## config.mk

```make
export PLATFORM = sky130hd
export DESIGN_NAME = modpow_sched
export DESIGN_NICKNAME = d
export VERILOG_FILES = /design/src/rtl/modpow_pkg.sv /design/src/rtl/rr_arbiter.sv /design/src/rtl/modpow_sched.sv
export SDC_FILE = /design/constraint.sdc
export NUM_CORES = 1
export LEC_CHECK = 0
export ABC_AREA = 0
export CAP_MARGIN = 5
export CORE_AREA = 2 2 281 283
export CTS_CLUSTER_SIZE = 14
export DETAILED_ROUTE_END_ITERATION = 8
export DIE_AREA = 0 0 283 285
export GPL_TIMING_DRIVEN = 0
export PLACE_DENSITY = 0.43
export SLEW_MARGIN = 25
export SYNTH_ARGS = -nofsm -noshare
export SYNTH_HDL_FRONTEND = slang
export SYNTH_SLANG_ARGS = --single-unit
```

## constraint.sdc

```tcl
create_clock -name clk -period 1.7 [get_ports clk]
set_input_delay 0.34 -clock clk [delete_from_list [all_inputs] [get_ports clk]]
set_output_delay 0.34 -clock clk [all_outputs]
set_load 0.02 [all_outputs]
```

## src/rtl/modpow_pkg.sv

```systemverilog
// Shared types and helpers for the modular-exponentiation scheduler.
package modpow_pkg;

    localparam int unsigned MODPOW_W = 64;

    typedef enum logic [2:0] {
        IDLE,
        ISSUE,
        WAIT_BUSY,
        WAIT_DONE,
        RESP
    } sched_state_t;

    typedef struct packed {
        logic [MODPOW_W-1:0] x;
        logic [MODPOW_W-1:0] y;
        logic [MODPOW_W-1:0] n;
    } modpow_job_t;

    // (base + off) mod n, for base < n and off <= n.
    function automatic int unsigned rr_wrap(input int unsigned base, input int unsigned off,
                                            input int unsigned n);
        int unsigned s;
        s = base + off;
        return (s >= n) ? (s - n) : s;
    endfunction

endpackage

```

## src/rtl/rr_arbiter.sv

```systemverilog
// Combinational round-robin arbiter: first requester at or after ptr_i wins, with wrap.
module rr_arbiter
    import modpow_pkg::*;
#(
    parameter int unsigned NREQ = 2,
    parameter int unsigned IDXW = (NREQ > 1) ? $clog2(NREQ) : 1
) (
    input  logic [NREQ-1:0] req_i,
    input  logic [IDXW-1:0] ptr_i,
    output logic [NREQ-1:0] gnt_o,
    output logic [IDXW-1:0] idx_o
);

    logic            found_c;
    logic [IDXW-1:0] sel_c;

    always_comb begin
        gnt_o   = '0;
        idx_o   = '0;
        found_c = 1'b0;
        sel_c   = '0;
        for (int unsigned i = 0; i < NREQ; i++) begin
            sel_c = IDXW'(rr_wrap(32'(ptr_i), i, NREQ));
            if (!found_c && req_i[sel_c]) begin
                gnt_o[sel_c] = 1'b1;
                idx_o        = sel_c;
                found_c      = 1'b1;
            end
        end
    end

endmodule

```

## src/rtl/modpow_sched.sv

```systemverilog
// Shares one modpow engine among NREQ requesters, one job in flight at a time.
// Define MODPOW_SCHED_TIMEOUT_EN to abort a hung engine job after TMO_CYC wait cycles.
module modpow_sched
    import modpow_pkg::*;
#(
    parameter int unsigned MBIT    = 63,
    parameter int unsigned NREQ    = 2,
    parameter int unsigned TMO_CYC = 65535
) (
    input  logic                     clk,
    input  logic                     rst,
    input  logic [NREQ-1:0]          req_valid,
    output logic [NREQ-1:0]          req_ready,
    input  logic [NREQ*(MBIT+1)-1:0] req_x,
    input  logic [NREQ*(MBIT+1)-1:0] req_y,
    input  logic [NREQ*(MBIT+1)-1:0] req_n,
    output logic [NREQ-1:0]          rsp_valid,
    input  logic [NREQ-1:0]          rsp_ready,
    output logic [MBIT:0]            rsp_res,
    output logic                     rsp_err,
    output logic                     eng_start,
    output logic [MBIT:0]            eng_x,
    output logic [MBIT:0]            eng_y,
    output logic [MBIT:0]            eng_n,
    input  logic                     eng_busy,
    input  logic [MBIT:0]            eng_res,
    output logic                     sched_busy
);

    localparam int unsigned W    = MBIT + 1;
    localparam int unsigned IDXW = (NREQ > 1) ? $clog2(NREQ) : 1;

    sched_state_t    state_q, state_d;
    logic [IDXW-1:0] ptr_q, ptr_d;
    logic [IDXW-1:0] owner_q, owner_d;
    logic [W-1:0]    eng_x_q, eng_x_d, eng_y_q, eng_y_d, eng_n_q, eng_n_d;
    logic            eng_start_q, eng_start_d;
    logic [NREQ-1:0] rsp_valid_q, rsp_valid_d;
    logic [W-1:0]    rsp_res_q, rsp_res_d;
    logic            sched_busy_q, sched_busy_d;
    logic            seen_q, seen_d;
    logic [NREQ-1:0] gnt;
    logic [IDXW-1:0] gnt_idx;

`ifdef MODPOW_SCHED_TIMEOUT_EN
    logic            rsp_err_q, rsp_err_d;
    logic [31:0]     cnt_q, cnt_d;
`else
    logic            unused_tmo;
    assign unused_tmo = |TMO_CYC;
`endif

    rr_arbiter #(.NREQ(NREQ), .IDXW(IDXW)) u_arb (
        .req_i (req_valid),
        .ptr_i (ptr_q),
        .gnt_o (gnt),
        .idx_o (gnt_idx)
    );

    // Acceptance is only offered while idle and out of reset.
    assign req_ready = (state_q == IDLE && !rst) ? gnt : '0;

    always_comb begin
        state_d     = state_q;
        ptr_d       = ptr_q;
        owner_d     = owner_q;
        eng_x_d     = eng_x_q;
        eng_y_d     = eng_y_q;
        eng_n_d     = eng_n_q;
        eng_start_d = 1'b0;
        rsp_valid_d = rsp_valid_q;
        rsp_res_d   = rsp_res_q;
        seen_d      = seen_q;
`ifdef MODPOW_SCHED_TIMEOUT_EN
        rsp_err_d   = rsp_err_q;
        cnt_d       = cnt_q;
`endif
        case (state_q)
            IDLE: begin
                if (|req_valid) begin
                    owner_d     = gnt_idx;
                    eng_x_d     = req_x[W*32'(gnt_idx) +: W];
                    eng_y_d     = req_y[W*32'(gnt_idx) +: W];
                    eng_n_d     = req_n[W*32'(gnt_idx) +: W];
                    eng_start_d = 1'b1;
                    state_d     = ISSUE;
                end
            end
            ISSUE: begin
                // A zero-exponent job may pulse busy while start is still high.
                seen_d  = eng_busy;
                state_d = WAIT_BUSY;
`ifdef MODPOW_SCHED_TIMEOUT_EN
                cnt_d   = '0;
`endif
            end
            WAIT_BUSY: begin
                if (eng_busy || seen_q) begin
                    state_d = WAIT_DONE;
                end
            end
            WAIT_DONE: begin
                if (!eng_busy) begin
                    rsp_res_d   = eng_res;
                    rsp_valid_d = NREQ'(1) << owner_q;
                    state_d     = RESP;
`ifdef MODPOW_SCHED_TIMEOUT_EN
                    rsp_err_d   = 1'b0;
`endif
                end
            end
            RESP: begin
                if (rsp_ready[owner_q]) begin
                    rsp_valid_d = '0;
                    ptr_d       = IDXW'(rr_wrap(32'(owner_q), 1, NREQ));
                    state_d     = IDLE;
                end
            end
            default: state_d = IDLE;
        endcase
`ifdef MODPOW_SCHED_TIMEOUT_EN
        // Watchdog: a normal completion in the same cycle takes priority.
        if (state_q == WAIT_BUSY || state_q == WAIT_DONE) begin
            cnt_d = cnt_q + 32'd1;
            if (state_d != RESP && cnt_d == TMO_CYC) begin
                rsp_res_d   = '0;
                rsp_err_d   = 1'b1;
                rsp_valid_d = NREQ'(1) << owner_q;
                state_d     = RESP;
            end
        end
`endif
        sched_busy_d = (state_d != IDLE);
    end

    always_ff @(posedge clk) begin
        if (rst) begin
            state_q      <= IDLE;
            ptr_q        <= '0;
            owner_q      <= '0;
            eng_x_q      <= '0;
            eng_y_q      <= '0;
            eng_n_q      <= '0;
            eng_start_q  <= 1'b0;
            rsp_valid_q  <= '0;
            rsp_res_q    <= '0;
            sched_busy_q <= 1'b0;
            seen_q       <= 1'b0;
`ifdef MODPOW_SCHED_TIMEOUT_EN
            rsp_err_q    <= 1'b0;
            cnt_q        <= '0;
`endif
        end else begin
            state_q      <= state_d;
            ptr_q        <= ptr_d;
            owner_q      <= owner_d;
            eng_x_q      <= eng_x_d;
            eng_y_q      <= eng_y_d;
            eng_n_q      <= eng_n_d;
            eng_start_q  <= eng_start_d;
            rsp_valid_q  <= rsp_valid_d;
            rsp_res_q    <= rsp_res_d;
            sched_busy_q <= sched_busy_d;
            seen_q       <= seen_d;
`ifdef MODPOW_SCHED_TIMEOUT_EN
            rsp_err_q    <= rsp_err_d;
            cnt_q        <= cnt_d;
`endif
        end
    end

    assign eng_x      = eng_x_q;
    assign eng_y      = eng_y_q;
    assign eng_n      = eng_n_q;
    assign eng_start  = eng_start_q;
    assign rsp_valid  = rsp_valid_q;
    assign rsp_res    = rsp_res_q;
    assign sched_busy = sched_busy_q;
`ifdef MODPOW_SCHED_TIMEOUT_EN
    assign rsp_err    = rsp_err_q;
`else
    assign rsp_err    = 1'b0;
`endif

endmodule

```

# After elaboration in Yosys (flattened, before gate mapping)
# Cells that the tools add are included.
# totals
output_inout_bits,263
wordCells,81
reg_bits,266
# classes
n_reduce_logical,16
shift,4
n_eq_ne,6
order_cmp,8
add_sub_neg,5
n_bitwise,3
muxes,28
# ops
op,n
variable part select 128 x 8 -> 64 bit,3
two-way mux 1 bit,15
case mux 3 bit (5 select lines),1
two-way mux 3 bit,4
two-way mux 2 bit,5
"== test 3 x 2 -> 1 bit, second input constant",2
"less-than comparator 1 x 2 -> 1 bit, second input constant",3
AND reduction 2 bit,3
"adder 1 x 1 -> 2 bit, second input constant",2
">= comparator 2 bit, second input constant",2
logical AND 1 bit,4
"inequality test 2 bit, second input constant",2
case mux 2 bit (2 select lines),1
OR reduction 2 bit,2
"== test 3 x 1 -> 1 bit, second input constant",1
"== test 3 bit, second input constant",1
zero test 3 bit,1
AND reduction 3 bit,1
nonzero test 3 bit,1
"subtractor 1 bit, second input constant",3
demux 1 bit (select 1 bit),2
">= comparator 1 bit, second input constant",2
">= comparator 1 x 2 -> 1 bit, second input constant",1
zero test 1 bit,2
other kinds (5),6

# Depth between registers and ports, before layout
# Gate-level depths: netlist of run 1.
# logic_depth
depth_word,10
depth_mapped,8
ltp_nobuf,4

# Modules after synthesis
# Synthesis of run 1 repeated with hierarchy kept, for this count alone.
# hier_totals
cells_unflattened,1206
area_unflattened_um2,12360.6
# by_module_without_submodules
mod,seq_area_each_um2,area_each_um2,n_inst,cells_per_inst
modpow_sched,5325.1,12330.6,1,1202
rr_arbiter,0.0,30.0,1,4

# Worst setup path after synthesis of run 1
# OpenSTA, ideal clock, no wires.
# synth_path
kind,in2out
startpoint,in req_valid[0]
endpoint,out req_ready[0]
stages,6
t_arrival_ps,1195
setup_slack_ps,165
required_time_ps,1360
cell_sequence,inv_1 o21ai_1 buf_2 buf_6 buf_4 and3_1
# synth_via
elab_chain_cells,7
# synth_rtl
item,line,rtl
start: declaration,modpow_sched.sv:12,"input logic [NREQ-1:0] req_valid,"
two-way mux 1 bit (implied by the code) (2 in a row),rr_arbiter.sv:24,if (!found_c && req_i[sel_c]) begin
two-way mux 1 bit,rr_arbiter.sv:24,
zero test 1 bit,rr_arbiter.sv:24,
logical AND 1 bit,rr_arbiter.sv:24,
two-way mux 2 bit *,rr_arbiter.sv:24,
two-way mux 2 bit *,modpow_sched.sv:61,assign req_ready = (state_q == IDLE && !rst) ? gnt : '0;
end: declaration,modpow_sched.sv:13,"output logic [NREQ-1:0] req_ready,"
# Mark *: on every way between the ends. The rest lies on a longest branch, timed or not. The select of a mux whose other input is x is not followed.

# Worst setup path after layout of run 1
# layout_path
startpoint,in rst
endpoint,out req_ready[0]
# layout_via
elab_chain_cells,3
# layout_rtl
item,line,rtl
start: declaration,modpow_sched.sv:11,"input logic rst,"
zero test 1 bit,modpow_sched.sv:61,
logical AND 1 bit,modpow_sched.sv:61,
two-way mux 2 bit,modpow_sched.sv:61,
# No other way between the ends.

==> flow_summary.json, run 1 <==
{
  "netlist_area_sq_um": 12000,
  "die_x_microns": 283,
  "synth_edf_count": 0,
  "syn-num-nets": 1643,
  "clock.fmax_mhz": 491,
  "drive_gt1_frac": 0.275,
  "wl_per_cell_microns": 20.2,
  "initial_core_util": 0.154,
  "vias": 12305,
  "synth-seq-cells": 266,
  "drtPass1Iterations": 5,
  "antenna_found_initial": 2,
  "gr-total-overflow": 0,
  "regArea_sq_um": 5340,
  "path_clk_slew_ps": 60,
  "cts_tree": "built",
  "yosys_most_used_dff": "dfxtp_1",
  "worst_slack_ps": -337,
  "coreArea_sq_um": 78000,
  "power_density_nw_per_um2": 967,
  "status": "finished, violations left",
  "ctsHoldBuffers": 0,
  "finalWirelength_mm": 62.9,
  "min_period_ps": 2040,
  "finClkSkew_ps": 18.1,
  "critPathKind": "input port to primary output",
  "multiInputGateArea_sq_um": 7510,
  "clockRootBuffer": "clkbuf_16",
  "grt_pass1_vias": 13223,
  "violations": "setup timing",
  "worst_setup_path_end_kind": "primary output",
  "ir_worst_vdd_mv": 0.595,
  "vias_per_cell": 3.96,
  "h-tree-depth": 2,
  "grt_pass1_wl_mm": 89.8,
  "placed_cells": 2954,
  "gp_congestion": 0.907,
  "dpl_cell_area_sq_um": 20500,
  "grt_max_degree": 12,
  "async_flop_share": 0,
  "io_pins": 718,
  "io_buffers": 716,
  "tightest_slew_ps": 797,
  "hp-class": "input port to flip-flop",
  "avgSynthCellArea_sq_um": 10.1,
  "fill_cells": 7985,
  "place_hpwl_mm": 46.6,
  "cp.required_ps": 1360,
  "yosysWarnings": 0,
  "setup_tns_ps": -18250,
  "startpoint_type": "input port",
  "ys_types": 35,
  "synth_seq_area_share": 0.442,
  "final_cells": 3109,
  "hold_viol_final": 0,
  "drc": 0,
  "design.die.area_sq_um": 80700,
  "cts.sinks": 266,
  "syn_inst": 1188,
  "slew_violations": 0,
  "rsz0062_at_grt": "true",
  "fin_area_sq_um": 25300,
  "p_leak_nw": 10.2,
  "die_height_microns": 285,
  "final_nets": 2487,
  "crit_path_max_fanout": 10,
  "dp_slack_ps": -1440,
  "rows": 103,
  "period_share": 1.20,
  "max-cap-violations": 0,
  "clk_path_buf_depth": 3,
  "cp.arrival_ps": 1700,
  "clk_latency_ps": 550,
  "ant_nets": 0,
  "slew_headroom": 0.468,
  "area_growth_syn_to_layout_pct": 110,
  "track_usage": 0.149,
  "setup_viol": 172,
  "timing.hold.ws_ps": 336,
  "drt_iter0_drc": 316,
  "cts_buffers": 36
}
what timing repair did:
action	4_1_cts	5_1_grt
gates cloned	29	12
endpoints found under the setup margin	486	261
buffers inserted	45	22
pin swaps	66	97
gates resized for setup	661	143
final timing paths:
kind	to	start	slack, ps	cells past startpoint
max	req_ready[0]	rst	-340	5
min	rsp_res[1]$_SDFFE_PP0P_	eng_res[1]	340	3
max reg2reg	eng_x[61]$_SDFFE_PP0P_	ptr_q$_SDFFE_PP0P_	-230	11
min reg2reg	rsp_res[63]$_SDFFE_PP0P_	rsp_res[63]$_SDFFE_PP0P_	450	2
routing by layer:
metal | global-route usage | wire length, microns | vias to the layer above
li1 | - | - | 5921
met1 | 0.160 | 23700 | 5865
met2 | 0.280 | 33500 | 442
met3 | 0.0434 | 4140 | 75
met4 | 0.0444 | 1590 | 2
met5 | 0 | 13 | -
state kept, by name, summed over array words and instances, names as in the netlist:
| name | cells |
|---|---|
| eng_n | 64 |
| eng_start | 1 |
| eng_x | 64 |
| eng_y | 64 |
| owner_q | 1 |
| ptr_q | 1 |
| rsp_res | 64 |
| rsp_valid | 2 |
| sched_busy | 1 |
| seen_q | 1 |
| state_q | 3 |
cell families after synthesis:
family	synth area share
mux	0.161
simple gates	0.111
buf+inv	0.0610
other cells	0.000311
compound gates	0.224
flops	0.442
power breakdown:
group          switching, mW  internal [mW]
sequential             0.401           7.01
clock                   3.08           4.56
combinational           4.57           4.88
synthesized netlist by cell type (2+ instances only):
cell type | instances | area [sq um]
a21oi_1 | 67 | 335
a211oi_2 | 170 | 2130
nor2_1 | 199 | 747
nor2b_1 | 2 | 12.5
a31oi_1 | 3 | 18.8
inv_1 | 2 | 7.51
buf_4 | 28 | 210
nand3_1 | 3 | 15.0
dfxtp_1 | 266 | 5330
a211oi_1 | 22 | 165
buf_2 | 23 | 115
nand2_1 | 130 | 488
buf_6 | 19 | 214
o21a_1 | 2 | 15.0
clkbuf_4 | 6 | 45.0
or2_2 | 2 | 12.5
mux2i_1 | 193 | 1930
clkbuf_1 | 34 | 128
worst max-delay path, stage by stage:
cell and delay, ps:
clkdlybuf4s50_1 520, clkbuf_8 270, nor3_4 240, and3_4 210, buf_6 110
final cells by class:
| cell class | count | share of cell area |
|---|---|---|
| Antenna cell | 1 | 0.0000987 |
| Clock inverter | 12 | 0.00583 |
| Tap cell | 1050 | 0.0518 |
| Sequential cell | 266 | 0.211 |
| Inverter | 2 | 0.000296 |
| Timing Repair Buffer | 812 | 0.343 |
| Clock buffer | 52 | 0.0407 |
| Buffer | 105 | 0.0509 |
| Multi-Input combinational cell | 809 | 0.297 |
cell usage in the layout, fill, tap and decap left out, types with 6 or more instances in the layout:
cell	n
mux2i_1	73
buf_6	21
clkbuf_2	9
buf_16	23
a211oi_1	15
buf_8	28
clkdlybuf4s50_1	453
dfxtp_1	262
buf_4	19
nand2_1	130
mux2i_4	110
buf_12	48
dlygate4sd2_1	247
a21oi_1	67
a211oi_2	177
nor2_1	183
clkbuf_16	59
clkdlybuf4s15_1	6
mux2i_2	10
nor2_2	15
clkbuf_8	8
clkbuf_1	34
per-stage QoR:
stage / total power [mW] / utilization
floorplan: 11.2 / -
global placement: 14.9 / 0.263
detailed placement: 15.0 / 0.263
CTS: 24.4 / 0.315
global route: 25.7 / 0.325
finish: 24.5 / 0.325
Power figures use the tool's default switching activity.
==> run 2: changes to the inputs <==
- clock period: 1.7 -> 2.1 ns (I/O delays scaled with it)
==> run 2 against run 1 <==
Against the previous run:
- the flow now finishes without violations
- sequential share of layout area is 3.3 points higher
- total power is 26% lower
- final cell count is 2.7% lower
- sequential cell count stayed put
- clock power is 19% lower
==> flow_summary.json, run 2 (synthesized netlist as in run 1, its figures left out) <==
{
  "status": "completed",
  "timing.hold.ws_ps": 417,
  "layout_common_cells": "clkdlybuf4s50_1, dfxtp_1, nor2_1",
  "clk_latency_ps": 550,
  "area_growth_syn_to_layout_pct": 81.7,
  "hold_viol_final": 0,
  "clk_path_buf_depth": 3,
  "setup_viol": 0,
  "ant_nets": 0,
  "grt_pass1_vias": 12634,
  "rsz0062_at_grt": "true",
  "rr_startpoint": "ptr_q$_SDFFE_PP0P_",
  "finalWirelength_mm": 57.2,
  "ctsHoldBuffers": 0,
  "antenna_found_initial": 5,
  "min_to": "rsp_res[1]$_SDFFE_PP0P_",
  "startpoint_type": "flip-flop",
  "total_power_mw": 18.1,
  "die_x_microns": 283,
  "cts_buffers": 36,
  "max-cap-violations": 0,
  "cp.arrival_ps": 1620,
  "io_buffers": 716,
  "final_cells": 3024,
  "min_period_ps": 2040,
  "place_hpwl_mm": 46.6,
  "min_from": "eng_res[1]",
  "initial_core_util": 0.154,
  "slew_violations": 0,
  "wl_per_cell_microns": 18.9,
  "slew_headroom": 0.375,
  "grt_max_degree": 12,
  "ir_worst_vdd_mv": 0.483,
  "rows": 103,
  "power_density_nw_per_um2": 828,
  "io_pins": 718,
  "tightest_slew_ps": 938,
  "layout_commonest_cell": "clkdlybuf4s50_1",
  "p_leak_nw": 8.50,
  "die_height_microns": 285,
  "gp_congestion": 0.907,
  "worstReg2RegEnd": "eng_y[42]$_SDFFE_PP0P_",
  "crit_path_max_fanout": 2,
  "design.die.area_sq_um": 80700,
  "h-tree-depth": 2,
  "drive_gt1_frac": 0.167,
  "period_share": 0.973,
  "reg2regPathDepth": 7,
  "final_nets": 2402,
  "clockRootBuffer": "clkbuf_16",
  "vias": 11765,
  "finClkSkew_ps": 17.6,
  "track_usage": 0.137,
  "critPathKind": "flip-flop to primary output",
  "cp.required_ps": 1680,
  "cts_tree": "built",
  "vias_per_cell": 3.89,
  "drc": 0,
  "clock.fmax_mhz": 489,
  "drtPass1Iterations": 4,
  "drt_iter0_drc": 282,
  "whs_path_depth": 3,
  "reg2reg_slack_ps": 100,
  "grt_pass1_wl_mm": 83.2,
  "gr-total-overflow": 0,
  "path_clk_slew_ps": 60,
  "placed_cells": 2954,
  "coreArea_sq_um": 78000,
  "cts.sinks": 266,
  "hp-class": "input port to flip-flop",
  "worst_setup_path_end_kind": "primary output"
}
## run 2: cell types whose count changed in the layout (fill, tap and decap cells not counted), moves of 8 or more
cell             delta
buf_16             -23
buf_8              -27
clkbuf_16          -22
mux2i_4           -109
clkbuf_2            -8
buf_4              +15
clkdlybuf4s50_1   +255
nor2_1             +16
mux2i_1           +113
buf_12             -47
dlygate4sd2_1     -243
nor2_2             -15
buf_2              +15
## run 2: worst max-delay path by stage
stage,start,to,slack (ps),cells past startpoint
2_1_floorplan,req_valid[0],req_ready[0],400,6
3_3_place_gp,rst,req_ready[0],-1230,5
3_5_place_dp,rst,req_ready[0],-1200,5
4_1_cts,state_q[0]$_SDFF_PP0_,req_ready[0],-70,4
5_1_grt,state_q[0]$_SDFF_PP0_,req_ready[0],-30,4
6_report,state_q[0]$_SDFF_PP0_,req_ready[0],60,4
## run 2: stage by stage
stage | worst slack (ps) | utilization | setup TNS (ps) | area, sq um
floorplan | 405 | - | 0 | 12000
global placement | -1230 | 0.263 | -140310 | 20500
detailed placement | -1200 | 0.263 | -142590 | 20500
CTS | -72.3 | 0.281 | -127 | 21900
global route | -27.8 | 0.281 | -45.7 | 21900
finish | 55.8 | 0.281 | 0 | 21900
## run 2: report_power, final
group          internal, mW  total, mW  switching [mW]
Combinational          2.87       5.93            3.06
Clock                  3.69       6.18            2.49
Sequential             5.68       6.01           0.332
## run 2: worst max-delay path: stages, from the launching register on
cell	delay (ps)
dfxtp_4	340
or2_4	250
nor3_4	160
and3_4	210
buf_6	110
## run 2: timing repair
item / 4_1_cts / 5_1_grt
setup endpoints to repair: 124 / 64
pin swaps: 3 / 3
buffers inserted: 6 / 0
cloned: 0 / 0
resized for setup: 48 / 10
## run 2: layout make-up
| class | instances | area (sq um) |
|---|---|---|
| inverters | 2 | 7.51 |
| repair buffers | 722 | 7210 |
| well taps | 1050 | 1310 |
| plain buffers | 110 | 781 |
| fillers | 8259 | 56100 |
| clock inverters | 12 | 148 |
| flip-flops and latches | 266 | 5340 |
| clock buffers | 52 | 1030 |
| diodes | 1 | 2.50 |
| multi-input cells | 809 | 6050 |
## run 2: layer usage
metal | vias up | GRT usage | wire [microns]
met5 | - | 0 | 27
met4 | 4 | 0.0415 | 1520
met3 | 74 | 0.0421 | 4120
met2 | 443 | 0.252 | 29600
met1 | 5530 | 0.149 | 22000
li1 | 5714 | - | -
